==> src/rtl/pid_out_pkg.sv <==
// Shared types and defaults for the pid_output_accum slice: FSM state enum,
// default geometry/clamp constants and the clamp(0) reset-value helper.
package pid_out_pkg;

  typedef enum logic [1:0] {IDLE, SUM, CLAMP, OUT} state_t;

  localparam int unsigned DEF_W        = 16;
  localparam int unsigned DEF_CH       = 4;
  localparam int unsigned DEF_CH_W     = 2;
  localparam int          DEF_U_MIN    = 0;
  localparam int          DEF_U_MAX    = 181;
  localparam int          DEF_SLEW_MAX = 32;

  // Zero pulled into [lo, hi]; used as the accumulator reset/clear value.
  function automatic int clamp_zero(input int lo, input int hi);
    if (lo > 0) return lo;
    if (hi < 0) return hi;
    return 0;
  endfunction

endpackage

==> src/rtl/sat_clamp.sv <==
// Combinational saturating clamp: W+1-bit signed input squeezed into [LO, HI]
// as a W-bit value, with flags showing which bound was applied.
module sat_clamp #(
  parameter int unsigned W  = 16,
  parameter int          LO = 0,
  parameter int          HI = 181
) (
  input  logic signed [W:0]   din,
  output logic signed [W-1:0] dout,
  output logic                hi,
  output logic                lo
);

  localparam logic signed [W:0] LO_X = (W+1)'(LO);
  localparam logic signed [W:0] HI_X = (W+1)'(HI);

  always_comb begin
    hi   = din > HI_X;
    lo   = din < LO_X;
    dout = din[W-1:0];
    if (hi)      dout = HI_X[W-1:0];
    else if (lo) dout = LO_X[W-1:0];
  end

endmodule

==> src/rtl/pid_output_accum.sv <==
// Multi-channel PID output integrator with anti-windup clamp and valid/ready output.
// Optional macro SLEW_LIMIT_EN limits each delta to +/-SLEW_MAX and adds slew_lim.
module pid_output_accum
  import pid_out_pkg::*;
#(
  parameter int unsigned W        = DEF_W,
  parameter int unsigned CH       = DEF_CH,
  parameter int unsigned CH_W     = DEF_CH_W,
  parameter int          U_MIN    = DEF_U_MIN,
  parameter int          U_MAX    = DEF_U_MAX,
  parameter int          SLEW_MAX = DEF_SLEW_MAX
) (
  input  logic                clk,
  input  logic                reset,
  input  logic                clr,
  input  logic                in_valid,
  output logic                in_ready,
  input  logic [CH_W-1:0]     in_ch,
  input  logic signed [W-1:0] delta_u,
  output logic                out_valid,
  input  logic                out_ready,
  output logic [CH_W-1:0]     out_ch,
  output logic signed [W-1:0] u_out,
  output logic                sat_hi,
  output logic                sat_lo
`ifdef SLEW_LIMIT_EN
  ,
  output logic                slew_lim
`endif
);

  localparam int unsigned NSLOT = 2**CH_W;
  localparam logic signed [W-1:0] ACC_RST = W'(clamp_zero(U_MIN, U_MAX));

  if (CH < 1 || CH > 16 || NSLOT < CH || U_MIN > U_MAX || SLEW_MAX <= 0) begin : g_param_check
    $error("pid_output_accum: illegal parameter set");
  end

  state_t state, state_nxt;

  // One slot per representable index so ch_q never addresses outside the array.
  logic signed [W-1:0] acc [NSLOT];
  logic [CH_W-1:0]     ch_q;
  logic signed [W-1:0] delta_q, delta_eff, acc_cur, v;
  logic signed [W:0]   sum_q, sum_nxt;
  logic                bad_q, v_hi, v_lo, accept;

`ifdef SLEW_LIMIT_EN
  logic slew_hi_hit, slew_lo_hit, slew_q;

  sat_clamp #(.W(W), .LO(-SLEW_MAX), .HI(SLEW_MAX)) u_slew_clamp (
    .din  ({delta_q[W-1], delta_q}),
    .dout (delta_eff),
    .hi   (slew_hi_hit),
    .lo   (slew_lo_hit)
  );
`else
  assign delta_eff = delta_q;
`endif

  assign acc_cur = acc[ch_q];
  assign sum_nxt = {acc_cur[W-1], acc_cur} + {delta_eff[W-1], delta_eff};

  sat_clamp #(.W(W), .LO(U_MIN), .HI(U_MAX)) u_sum_clamp (
    .din  (sum_q),
    .dout (v),
    .hi   (v_hi),
    .lo   (v_lo)
  );

  always_ff @(posedge clk or posedge reset) begin
    if (reset) state <= IDLE;
    else       state <= state_nxt;
  end

  always_comb begin
    state_nxt = state;
    in_ready  = (state == IDLE) && !reset && !clr;
    accept    = in_valid && in_ready;
    case (state)
      IDLE:    if (accept) state_nxt = SUM;
      SUM:     state_nxt = bad_q ? IDLE : CLAMP;
      CLAMP:   state_nxt = OUT;
      OUT:     if (out_ready) state_nxt = IDLE;
      default: state_nxt = IDLE;
    endcase
    if (clr) state_nxt = IDLE;
  end

  always_ff @(posedge clk or posedge reset) begin
    if (reset) begin
      for (int unsigned i = 0; i < NSLOT; i++) acc[i] <= ACC_RST;
      ch_q      <= '0;
      delta_q   <= '0;
      bad_q     <= 1'b0;
      sum_q     <= '0;
      u_out     <= '0;
      out_ch    <= '0;
      out_valid <= 1'b0;
      sat_hi    <= 1'b0;
      sat_lo    <= 1'b0;
`ifdef SLEW_LIMIT_EN
      slew_q    <= 1'b0;
      slew_lim  <= 1'b0;
`endif
    end else if (clr) begin
      for (int unsigned i = 0; i < NSLOT; i++) acc[i] <= ACC_RST;
      out_valid <= 1'b0;
    end else begin
      case (state)
        IDLE: if (accept) begin
          ch_q    <= in_ch;
          delta_q <= delta_u;
          bad_q   <= 32'(in_ch) >= CH;
        end
        SUM: begin
          sum_q  <= sum_nxt;
`ifdef SLEW_LIMIT_EN
          slew_q <= slew_hi_hit || slew_lo_hit;
`endif
        end
        CLAMP: begin
          acc[ch_q] <= v;
          u_out     <= v;
          out_ch    <= ch_q;
          sat_hi    <= v_hi;
          sat_lo    <= v_lo;
          out_valid <= 1'b1;
`ifdef SLEW_LIMIT_EN
          slew_lim  <= slew_q;
`endif
        end
        OUT: if (out_ready) out_valid <= 1'b0;
        default: ;
      endcase
    end
  end

endmodule
==> config.mk <==
export PLATFORM = sky130hd
export DESIGN_NAME = pid_output_accum
export DESIGN_NICKNAME = d
export VERILOG_FILES = /design/src/rtl/pid_out_pkg.sv /design/src/rtl/sat_clamp.sv /design/src/rtl/pid_output_accum.sv
export SDC_FILE = /design/constraint.sdc
export NUM_CORES = 1
export LEC_CHECK = 0
export BUFFER_PORTS_ARGS = -buffer_cell sky130_fd_sc_hd__buf_2
export CAP_MARGIN = 0
export CELL_PAD_IN_SITES_DETAIL_PLACEMENT = 1
export CELL_PAD_IN_SITES_GLOBAL_PLACEMENT = 1
export CORE_ASPECT_RATIO = 0.8
export CORE_UTILIZATION = 45
export DETAILED_ROUTE_END_ITERATION = 7
export PLACE_DENSITY_LB_ADDON = 0.1
export SYNTH_ARGS = -nofsm -noshare
export SYNTH_HDL_FRONTEND = slang
export SYNTH_HIERARCHICAL = 1
export SYNTH_SLANG_ARGS = --single-unit
==> constraint.sdc <==
create_clock -name clk -period 5.4 [get_ports clk]
set_clock_uncertainty 0.2 [all_clocks]
set_input_delay 1.08 -clock clk [delete_from_list [all_inputs] [get_ports clk]]
set_output_delay 1.08 -clock clk [all_outputs]
set_load 0.1 [all_outputs]
==> flow_metrics.env <==
export IMPL_multi_input_area_um2=2990
export IMPL_netlist_area_um2=6300
export IMPL_final_layout_size_suffix_gt1_share_pct=22.7
export IMPL_max_clock_freq_mhz=264
export IMPL_fin_area_um2=7230
export IMPL_cpPeakStageDelay_ns=0.97
export IMPL_async_flop_share_pct=100
export IMPL_synth_edf_count=0
export IMPL_cts_resized_gates=0
export IMPL_gr_total_overflow=0
export IMPL_p_int_w=0.00238
export IMPL_dr_total_vias=4870
export IMPL_n_antenna_cell=0
export IMPL_hold_violations=0
export IMPL_rows=38
export IMPL_wire_per_inst_um=20.6
export IMPL_combPwrFrac_pct=38.0
export IMPL_critPathRequiredTime_ns=5.53
export IMPL_fin_tns_setup_ns=0
export IMPL_drtIter0Drc=201
export IMPL_cts_path_max_buffers=2
export IMPL_power_density_nw_per_um2=572
export IMPL_yosys_cell_types_count=62
export IMPL_power_switching_w=0.00176
export IMPL_ys_ff_latch=122
export IMPL_drc_errors=0
export IMPL_crit_fanout=20
export IMPL_cts_tree="done"
export IMPL_pre_cts_slack_ns=1.61
export IMPL_routed_wirelength_um=17600
export IMPL_ant_nets=0
export IMPL_slew_headroom_pct=20.9
export IMPL_yosysWarnings=6
export IMPL_port_buffer_count=44
export IMPL_startpoint_type="flop"
export IMPL_crit_arrival_ns=3.93
export IMPL_ys_seq_area_share_pct=48.4
export IMPL_grt_max_degree=60
export IMPL_core_area_um2=13600
export IMPL_end_kind="flop"
export IMPL_fin_crit_ns=3.79
export IMPL_root_buffer="clkbuf_16"
export IMPL_grt_usage_pct=27.0
export IMPL_final_nets=702
export IMPL_numCtsBuffers=17
export IMPL_rsz0062_at_grt="no"
export IMPL_avgSynthCellArea_um2=10.1
export IMPL_swShare_pct=42.5
export IMPL_cts_htree_levels=4
export IMPL_die_y_um=108
export IMPL_pin_count=45
export IMPL_grt_antenna_before_repair=0
export IMPL_seqPwrFrac_pct=33.1
export IMPL_layout_common_cells="157 x nand2_1, 122 x dfrtp_1, 81 x a21oi_1, 44 x buf_2, 38 x mux2_2"
export IMPL_grt_pass1_wl_um=28700
export IMPL_synthCells=625
export IMPL_finalWorstSetupSlack_ns=1.61
export IMPL_stdcell_count=851
export IMPL_syn_to_final_growth_pct=14.7
export IMPL_hp_class="flop to flop"
export IMPL_chipWidth_um=134
export IMPL_peakVddDrop_v=0.000309
export IMPL_drv_slew=0
export IMPL_crit_slowest_cell="dfrtp_1"
export IMPL_cts_setup_buffers=0
export IMPL_regArea_um2=3050
export IMPL_maxCapViolCount=0
export IMPL_final_period_utilization_pct=70.3
export IMPL_synth_ff_type="dfrtp_1"
export IMPL_hold_slack_ns=0.299
export IMPL_initial_core_util_pct=46.4
export IMPL_place_congestion=0.953
export IMPL_p_leak_nw=3.17
export IMPL_grt_pass1_vias=5284
export IMPL_dp_cells=819
export IMPL_dp_hpwl_um=11900
export IMPL_worstMarginPinSlew_ns=1.19
export IMPL_path_clk_slew_ns=0.05
export IMPL_dieArea_um2=14500
export IMPL_avgViaCountPerCell=5.72
export IMPL_final_common_cell="nand2_1"
export IMPL_cts_hold_fix_buffers=0
export IMPL_cp_cell_sequence="mux4_2 -> ha_1 -> fa_1 -> a211oi_1 -> o211a_1 -> nor4_1 -> o21a_1 -> o31ai_1"
export IMPL_dr_pass1_iters=4
export IMPL_crit_type="flop to flop"
export IMPL_clk_insertion_delay_late_ns=0.43
export IMPL_nFillCells=1549
export IMPL_status="complete, no violations"
export IMPL_placed_area_um2=6610
export IMPL_cts_sinks=122
export IMPL_clockPowerShare_pct=28.9
export IMPL_setup_violations=0
==> power groups by stage <==
stage          Sequential [W]  Combinational [W]  Clock (W)
6_report              0.00137            0.00157    0.00120
5_1_grt               0.00140            0.00168    0.00126
4_1_cts               0.00137            0.00157    0.00122
3_5_place_dp          0.00138            0.00156          0
3_3_place_gp          0.00137            0.00153          0
2_1_floorplan         0.00179           0.000784          0
==> cell usage after synthesis, drive strengths merged, types with 2 or more instances <==
| cell type | number | share of area [%] |
|---|---|---|
| o211a | 2 | 0.32 |
| o21a | 3 | 0.36 |
| a211o | 2 | 0.28 |
| clkbuf | 16 | 0.95 |
| nand2 | 157 | 9.3 |
| nand4 | 4 | 0.40 |
| dfrtp | 122 | 48 |
| nor4 | 3 | 0.64 |
| and3 | 3 | 0.30 |
| nor3 | 5 | 0.40 |
| xnor2 | 5 | 0.69 |
| nor3b | 5 | 0.75 |
| a21oi | 82 | 6.6 |
| nor2b | 3 | 0.30 |
| ha | 20 | 4.0 |
| nand3 | 8 | 0.64 |
| and3b | 3 | 0.42 |
| mux2 | 38 | 6.8 |
| and4 | 3 | 0.42 |
| o211ai | 3 | 0.36 |
| a21o | 5 | 0.62 |
| buf | 29 | 2.6 |
| inv | 17 | 1.0 |
| nor2 | 7 | 0.42 |
| or2 | 3 | 0.30 |
| a211oi | 5 | 0.60 |
| a31oi | 3 | 0.30 |
| nand2b | 2 | 0.20 |
| a21bo | 2 | 0.32 |
| o31ai | 3 | 0.44 |
| xor2 | 3 | 0.42 |
| mux4 | 16 | 5.7 |
| o21ai | 25 | 2.1 |
==> cell families (layout without fill, tap and decap cells) <==
kind of cell | Yosys count | after routing | share of synthesized area, %
XOR/XNOR | 8 | 8 | 1.11
flip-flops | 122 | 122 | 48.4
AO/OA/AOI/OAI | 143 | 143 | 13.3
AND/OR/NAND/NOR | 213 | 213 | 15.5
multiplexers | 55 | 55 | 12.7
buffers and inverters | 62 | 101 | 4.60
adder cells (fa/ha/maj) | 21 | 21 | 4.29
other | 1 | 8 | 0.0595
==> final cells by class <==
class                   instances  share of cell area [%]
clock buffers                  20                    6.18
well taps                     180                    3.11
clock inverters                12                    2.39
multi-input cells             448                    41.3
repair buffers                 52                    3.88
flip-flops and latches        122                    42.2
inverters                      17                   0.917
==> worst max-delay path: cells and delay by family, from the launching register on <==
kind	cells	cell delay, ns
compound gates	4	1.12
flops	1	0.97
mux	1	0.62
fa+ha+maj	2	0.69
simple gates	1	0.09
==> worst paths after layout <==
path,start,endpoint,slack (ns),depth (start not counted)
max,ch_q[0]$_DFFE_PP0P_,sum_q[14]$_DFFE_PP0P_,1.61,8
min,u_out[1]$_DFFE_PP0P_,u_out[1]$_DFFE_PP0P_,0.30,1
max reg2reg,ch_q[0]$_DFFE_PP0P_,sum_q[14]$_DFFE_PP0P_,1.61,8
min reg2reg,u_out[1]$_DFFE_PP0P_,u_out[1]$_DFFE_PP0P_,0.30,1
max in group asynchronous,reset,sum_q[9]$_DFFE_PP0P_,3.46,3
min in group asynchronous,reset,ch_q[0]$_DFFE_PP0P_,0.44,2
==> through the flow <==
stage	utilization, %	power, W
3_5_place_dp	48.6	0.00295
5_1_grt	53.2	0.00434
6_report	53.2	0.00414
4_1_cts	53.2	0.00417
2_1_floorplan	-	0.00257
3_3_place_gp	48.6	0.00290
==> flip-flops by register name, summed over array words and instances (netlist names) <==
name       flops
out_valid      1
state          2
u_out         16
delta_eff     16
acc           64
ch_q           2
sat_lo         1
sat_hi         1
sum_q         17
out_ch         2
==> routing by layer <==
layer	GRT usage, %	part of all wire, %	up-vias
li1	-	-	2236
met1	36.4	47	2513
met2	42.5	47	89
met3	5.32	4.1	32
met4	11.3	2.2	0
met5	0	0	-
No activity file was read; power rests on OpenSTA's default activity.
